`src/rtl/bcd_pkg.sv`:
```
`default_nettype none
// ============================================================================
// Module   : bcd_pkg
// Brief    : Shared types and constants for the packed-BCD converters.
// Revision : 1.0  initial release
// ============================================================================
package bcd_pkg;

    // Converter FSM encoding
    typedef enum logic [1:0] {
        IDLE = 2'd0,
        CONV = 2'd1,
        DONE = 2'd2
    } bcd_state_e;

    // Largest legal value of a single BCD digit
    localparam logic [3:0] BCD_MAX_DIGIT = 4'd9;

    // True when a nibble does not encode a decimal digit
    function automatic logic nibble_invalid(input logic [3:0] nib);
        return (nib > BCD_MAX_DIGIT);
    endfunction

endpackage
`default_nettype wire

```
`src/rtl/bcd_digit_check.sv`:
```
`default_nettype none
// ============================================================================
// Module   : bcd_digit_check
// Brief    : Combinational "any nibble above 9" detector for a packed BCD word.
// Revision : 1.0  initial release
// ============================================================================
module bcd_digit_check
    import bcd_pkg::*;
#(
    parameter int DIGITS = 2
) (
    input  logic [4*DIGITS-1:0] bcd_i,
    output logic                any_bad_o
);

    logic [DIGITS-1:0] w_bad;

    // One comparator per digit position
    for (genvar k = 0; k < DIGITS; k++) begin : g_nibble
        assign w_bad[k] = nibble_invalid(bcd_i[4*k +: 4]);
    end

    assign any_bad_o = |w_bad;

endmodule
`default_nettype wire

```
`src/rtl/bcd_to_bin.sv`:
```
`default_nettype none
// ============================================================================
// Module   : bcd_to_bin
// Brief    : Sequential packed-BCD to binary converter. One digit per cycle,
//            most-significant first (acc = acc*10 + digit), valid/ready on
//            both sides, invalid-digit words yield 0 with an error flag.
// Revision : 1.0  initial release
// ============================================================================
module bcd_to_bin
    import bcd_pkg::*;
#(
    parameter int DIGITS = 2,
    parameter int BIN_W  = 7
) (
    input  logic                clk,
    input  logic                rst_n,
    input  logic [4*DIGITS-1:0] in_bcd,
    input  logic                in_valid,
    output logic                in_ready,
    output logic [BIN_W-1:0]    out_bin,
    output logic                out_err,
    output logic                out_valid,
    input  logic                out_ready
);

    localparam int IN_W  = 4 * DIGITS;
    localparam int CNT_W = (DIGITS < 2) ? 1 : $clog2(DIGITS + 1);
    localparam logic [CNT_W-1:0] c_last_cnt = CNT_W'(DIGITS);

    bcd_state_e          state_q;
    logic [IN_W-1:0]     sr_q;
    logic [BIN_W-1:0]    acc_q;
    logic [CNT_W-1:0]    cnt_q;
    logic                err_q;
    logic                in_ready_q;
    logic                out_valid_q;
    logic [BIN_W-1:0]    out_bin_q;
    logic                out_err_q;

    logic                w_any_bad;
    logic [BIN_W-1:0]    acc_d;

    // Error flag for the word currently offered on the input
    bcd_digit_check #(
        .DIGITS (DIGITS)
    ) u_check (
        .bcd_i     (in_bcd),
        .any_bad_o (w_any_bad)
    );

    // Multiply-by-ten as two shifts; the top nibble of the shift register is
    // the next digit to fold in. Wraps harmlessly on invalid words.
    always_comb begin
        acc_d = (acc_q << 3) + (acc_q << 1) + BIN_W'(sr_q[IN_W-1 -: 4]);
    end

    // FSM, datapath and registered outputs. The CONV state spends one extra
    // cycle after the last digit (counter == DIGITS) to register the result.
    always_ff @(posedge clk or negedge rst_n) begin
        if (!rst_n) begin
            state_q     <= IDLE;
            sr_q        <= '0;
            acc_q       <= '0;
            cnt_q       <= '0;
            err_q       <= 1'b0;
            in_ready_q  <= 1'b1;
            out_valid_q <= 1'b0;
            out_bin_q   <= '0;
            out_err_q   <= 1'b0;
        end else begin
            case (state_q)
                IDLE: begin
                    if (in_valid) begin
                        sr_q       <= in_bcd;
                        acc_q      <= '0;
                        cnt_q      <= '0;
                        err_q      <= w_any_bad;
                        in_ready_q <= 1'b0;
                        state_q    <= CONV;
                    end
                end
                CONV: begin
                    if (cnt_q == c_last_cnt) begin
                        out_valid_q <= 1'b1;
                        out_bin_q   <= err_q ? '0 : acc_q;
                        out_err_q   <= err_q;
                        state_q     <= DONE;
                    end else begin
                        acc_q <= acc_d;
                        sr_q  <= sr_q << 4;
                        cnt_q <= cnt_q + CNT_W'(1);
                    end
                end
                DONE: begin
                    if (out_ready) begin
                        out_valid_q <= 1'b0;
                        out_bin_q   <= '0;
                        out_err_q   <= 1'b0;
                        in_ready_q  <= 1'b1;
                        state_q     <= IDLE;
                    end
                end
                default: begin
                    out_valid_q <= 1'b0;
                    in_ready_q  <= 1'b1;
                    state_q     <= IDLE;
                end
            endcase
        end
    end

    assign in_ready  = in_ready_q;
    assign out_valid = out_valid_q;
    assign out_bin   = out_bin_q;
    assign out_err   = out_err_q;

endmodule
`default_nettype wire

```
`config.mk`:
```
export PLATFORM = sky130hd
export DESIGN_NAME = bcd_to_bin
export DESIGN_NICKNAME = d
export VERILOG_FILES = /design/src/rtl/bcd_pkg.sv /design/src/rtl/bcd_digit_check.sv /design/src/rtl/bcd_to_bin.sv
export SDC_FILE = /design/constraint.sdc
export NUM_CORES = 1
export LEC_CHECK = 0
export CAP_MARGIN = 0
export CORE_MARGIN = 2
export CORE_UTILIZATION = 35
export DETAILED_ROUTE_END_ITERATION = 8
export PLACE_DENSITY = 0.57
export SLEW_MARGIN = 20
export SYNTH_ARGS = -nofsm -noshare
export SYNTH_HDL_FRONTEND = slang
export SYNTH_SLANG_ARGS = --single-unit
export TNS_END_PERCENT = 20
```
`constraint.sdc`:
```
create_clock -name clk -period 2.85 [get_ports clk]
set_input_delay 0.57 -clock clk [delete_from_list [all_inputs] [get_ports clk]]
set_output_delay 0.57 -clock clk [all_outputs]
set_load 0.05 [all_outputs]
```
==> flow_metrics.env <==
export IMPL_status="finished, final reports clean"
export IMPL_grtUsageTotal_pct=15.3
export IMPL_design_area_sq_um=2010
export IMPL_yosysSeqAreaShare_pct=45.5
export IMPL_slowest_delay_ns=0.81
export IMPL_final_cells=224
export IMPL_clock_sinks=30
export IMPL_globalRouteOverflowTotal=0
export IMPL_power_density_nw_per_um2=1220
export IMPL_layout_commonest_cell="dfrtp_1"
export IMPL_whs_ns=0.473
export IMPL_via_count=1174
export IMPL_clkTransAtPathRegs_ns=0.07
export IMPL_rsz0062_at_grt="no"
export IMPL_worst_pin_slew_ns=0.507
export IMPL_cp_required_ns=2.28
export IMPL_cts_made_buffers=5
export IMPL_die_w_um=72.7
export IMPL_drv_cap=0
export IMPL_ir_drop_mv=0.423
export IMPL_crit_type="reg -> out"
export IMPL_dp_hpwl_mm=2.57
export IMPL_synth_ff_type="dfrtp_1"
export IMPL_fin_crit_ns=2.20
export IMPL_hold_viol=0
export IMPL_start_util_pct=35.7
export IMPL_drcViolationCount=0
export IMPL_cts_tree="yes"
export IMPL_syn_nets=168
export IMPL_dr_pass1_iters=4
export IMPL_max_freq_ghz=0.454
export IMPL_path_buf_inv=1
export IMPL_power_leakage_nw=0.971
export IMPL_root_buffer="clkbuf_8"
export IMPL_postRouteAntennaNets=0
export IMPL_final_setup_tns_ns=0
export IMPL_synth_cell_types=37
export IMPL_finalClockSkew_ns=0.00560
export IMPL_synth_edf_count=0
export IMPL_synth_avg_cell_area_sq_um=11.4
export IMPL_cp_max_fo=3
export IMPL_wirelength_mm=3.55
export IMPL_crit_family="buffers and inverters"
export IMPL_finalCritPeriodShare_pct=77.3
export IMPL_routabilityCongestion=0.823
export IMPL_clk_latency_ns=0.28
export IMPL_setup_viol=0
export IMPL_worst_ep_arrival_time_ns=1.63
export IMPL_grt_pass1_vias=1219
export IMPL_power_mw=2.46
export IMPL_layout_drive_gt1_share_pct=11.2
export IMPL_dpl_cell_area_sq_um=1920
export IMPL_async_reset_ff_share_pct=100
export IMPL_ys_warn_count=0
export IMPL_routedWlPerCell_um=15.9
export IMPL_antenna_cells=0
export IMPL_htree_levels=2
export IMPL_syn_area_sq_um=1650
export IMPL_dp_slack_ns=0.738
export IMPL_coreArea_sq_um=4630
export IMPL_endpoint_kind="output pin"
export IMPL_hold_buffers=0
export IMPL_slowest_stage="clkdlybuf4s50_1"
export IMPL_syn_inst=145
export IMPL_hold_class="reg -> reg"
export IMPL_utilization_pct=43.5
export IMPL_grt_first_pass_wirelength_mm=6.11
export IMPL_dieArea_sq_um=5290
export IMPL_startpoint_type="flop"
export IMPL_num_rows=25
export IMPL_ioPinCount=22
export IMPL_cts_setup_buffers=0
export IMPL_final_cell_mix="dfrtp_1 (29), clkdlybuf4s50_1 (21), a21o_1 (10), a22o_1 (9), ha_1 (9)"
export IMPL_synth_seq_cells=30
export IMPL_fin_ws_ns=0.648
export IMPL_drt_iter0_markers=57
export IMPL_slew_headroom_pct=66.1
export IMPL_die_h_um=72.7
export IMPL_io_buffers=21
export IMPL_drv_slew=0
export IMPL_area_growth_pct=21.8
export IMPL_cts_resized=0
export IMPL_clockBufferDepth=2
export IMPL_crit_chain="clkdlybuf4s50_1"
export IMPL_antenna_found_initial=0
export IMPL_viasPerCell=5.24
export IMPL_final_nets=192
export IMPL_dp_cells=216
export IMPL_grt_max_degree=31
area by class of cell:
type                            instances  area, sq um
Fill cell                             451         2620
Inverter                                9         33.8
Multi-Input combinational cell         99          836
Tap cell                               54         67.6
Clock inverter                          1         5.00
Sequential cell                        30          752
Clock buffer                            7         86.3
Timing Repair Buffer                   24          233
report_power, final:
| group | internal [mW] | switching (mW) |
|---|---|---|
| logic | 0.600 | 0.746 |
| registers | 0.616 | 0.136 |
| clock network | 0.195 | 0.164 |
cell families after synthesis:
family / synth area share (%)
adder cells (fa/ha/maj): 9.24
AND/OR/NAND/NOR: 12.6
flip-flops: 45.5
AO/OA/AOI/OAI: 19.5
XOR/XNOR: 1.89
multiplexers: 7.34
buffers and inverters: 3.94
cells in the mapped netlist (all sizes together) (4+ instances only):
master    n  area share, %
buf       6            1.7
ha        9            6.8
nor2      7            1.6
nand2b    5            1.9
a21o     10            4.5
nor2b     7            2.6
a22o      9            4.8
dfrtp    29             44
nor4b     4            2.5
mux2      9            6.1
a21oi     7            2.1
o2bb2ai   5            2.6
inv       9            2.0
per-layer routing:
metal	vias up	GRT usage, %	part of all wire (%)
met3	7	3.87	3.5
met2	24	23.6	46
met1	558	20.6	49
met5	-	0	0
li1	585	-	-
met4	0	6.17	1.4
path summary, 6_finish.rpt:
check                              to  slack (ns)  depth (start not counted)       start
max in group asynchronous    in_ready        1.85                          2       rst_n
setup / recovery             in_ready        0.65                          1    in_ready
hold / removal             out_bin[6]        0.47                          1  out_bin[6]
setup reg to reg             acc_q[4]        0.73                          7    acc_q[0]
min in group asynchronous  state_q[1]        0.68                          2       rst_n
hold reg to reg            out_bin[6]        0.47                          1  out_bin[6]
sequential cells by signal (all words and copies together) (netlist names):
| name | cells |
|---|---|
| acc_q | 7 |
| cnt_q | 2 |
| err_q | 1 |
| in_ready | 1 |
| out_bin | 7 |
| out_err | 1 |
| out_valid | 1 |
| sr_q | 8 |
| state_q | 2 |
No activity file was read; power rests on OpenSTA's default activity.
==> patch (config.mk and constraints unchanged) <==
Put one more register stage on the output `out_err`, without a reset. The value now appears one clock later. The other outputs are not delayed to match.
--- a/src/rtl/bcd_to_bin.sv
+++ b/src/rtl/bcd_to_bin.sv
@@ -114,3 +114,5 @@
     assign out_bin   = out_bin_q;
-    assign out_err   = out_err_q;
+    always_ff @(posedge clk) begin
+        out_err <= out_err_q;
+    end
 
Behaviour: not the same (Yosys sat finds a counterexample within 10 cycles, from zero or initial values and one cycle with rst_n low).
==> patch against the original RTL <==
- design area grew 0.62%
- cell count up 0.45%
- power shrank 0.44%
- clock power fell by 7.8%
- global-route usage down 0.23 points
- setup slack improved by 0.014 ns
- sequential cell count rose by 1
- wire length decreased by 0.62%
- area after synthesis up 1.2%
- critical path type unchanged
==> patch: results (changes against the original RTL) <==
[run_status]
status=completed

[global_routing]
use_met1_pct=21.7  ; +1.1 points
track_usage_pct=15.1  ; -0.23 points
grt_max_degree=22  ; -29%
grt_pass1_wl_um=6000  ; -1.8%
first_global_vias=1167  ; -4.3%
grt_use_met3_pct=4.14  ; +0.28 points
use_met2_pct=21.1  ; -2.5 points

[synth]
synth-seq-area-share_pct=46.1  ; +0.65 points
synth_common_cells=dfrtp_1 (29), a21o_1 (10), a22o_1 (9), ha_1 (9), inv_1 (8)
synthDistinctLibCells=38  ; +2.7%
synth_area_leaders=dfrtp_1 (43%), ha_1 (6.7%), a22o_1 (4.7%)
ys_warn_count=0  ; unchanged
syn_nets=169  ; +0.60%
ys_async_sr_fraction_pct=96.8  ; -3.2 points

[final_layout]
antennaDiodeCount=0  ; unchanged
largest_reg_flops=8  ; unchanged
drive_above_1_share_pct=11.7  ; +0.52 points
nNetsFinal=193  ; +0.52%
fillerInstances=429  ; -4.9%
largest-register=sr_q

[setup_path]
crit_path_max_incr_delay_ns=0.80
ff2ff_setup_slack_ns=0.74
crit-reg2reg-launch=acc_q[0]
path_buf_inv=1  ; unchanged
cp_slowest_cell=clkdlybuf4s50_1
arrival_ns=1.62
rr_worst_depth=7  ; unchanged

[detailed_routing]
dr.pass1.iters=4  ; unchanged
viasPerCell=5.37  ; +2.4%
drt_iter0_drc=40  ; -30%
wire_per_inst_um=15.7  ; -1.1%

[power_and_ir_drop]
ir_drop_mv=0.465  ; +9.8%
power.leakage_nw=0.979  ; +0.81%

[timing]
fin_setup_tns_ns=0  ; unchanged
skew_ns=0.00203  ; -0.00357 ns
worst_pin_slew_ns=0.659  ; +0.151 ns

[clocking]
clk_pin_slew_worst_paths_ns=0.07  ; about the same
post_cts_resized=0  ; unchanged
cts-htree-levels=2  ; unchanged
cts_root_buf=clkbuf_8
clk_latency_ns=0.28  ; about the same
cts_made_buffers=5  ; unchanged

[placed_design]
hpwl_um=2610  ; +1.5%
gp_congestion=0.839  ; +2.0%
pre_cts_slack_ns=0.731  ; -0.00639 ns
numPortBuffers=21  ; unchanged

[worst_hold_path]
min_from=out_err_q
min_to=out_err
min_delay_path_depth=0  ; -1
hold_path_class=reg -> reg

-- patch: layout make-up --
cell class                 count  area (µm²)  share of cell area, %
multi-input combinational     99         836                   41.3
sequential                    31         772                   38.1
timing repair buffer          24         233                   11.5
clock buffer                   5        68.8                   3.40
tap                           54        67.6                   3.34
inverter                       9        33.8                   1.67
clock inverter                 3        15.0                  0.741
-- patch: cell families after synthesis --
logic type	share of synthesized area, %
AO/OA/AOI/OAI	19.3
AND/OR/NAND/NOR	12.4
flip-flops	46.1
buffers and inverters	3.89
multiplexers	7.25
adder cells (fa/ha/maj)	9.13
XOR/XNOR	1.87
-- patch: worst max path at each step --
stage	from	end	slack (ns)	cells past startpoint
after floorplan	acc_q[0]	acc_q[4]	0.84	7
after global placement	acc_q[0]	acc_q[4]	0.74	7
after detailed placement	acc_q[0]	acc_q[4]	0.73	7
after CTS	in_ready	in_ready	0.64	1
after global routing	acc_q[0]	acc_q[4]	0.60	7
final	in_ready	in_ready	0.66	1
-- patch: power by group --
part | leakage (nW) | switching (mW) | internal (mW)
sequential | 0.393 | 0.158 | 0.637
combinational | 0.539 | 0.723 | 0.598
clock | 0.0477 | 0.163 | 0.167
total | 0.979 | 1.04 | 1.40
-- patch: metal layers --
metal	wire [µm]	vias to the layer above	share of wire, %
met2	1590	25	45
li1	-	583	-
met4	61	0	1.7
met5	0	-	0
met1	1730	594	49
met3	141	6	4.0
-- patch: per-stage QoR --
step           hold slack [ns]  area [µm²]  cells  utilization (%)  total power, mW
4_1_cts                  0.385        2030    225             43.5             2.47
3_3_place_gp             0.363        1940    217             41.7             2.11
3_5_place_dp             0.369        1940    217             41.7             2.13
6_report                 0.383        2030    225             43.5             2.45
2_1_floorplan            0.274        1670    146                -             1.78
5_1_grt                  0.400        2030    225             43.5             2.66
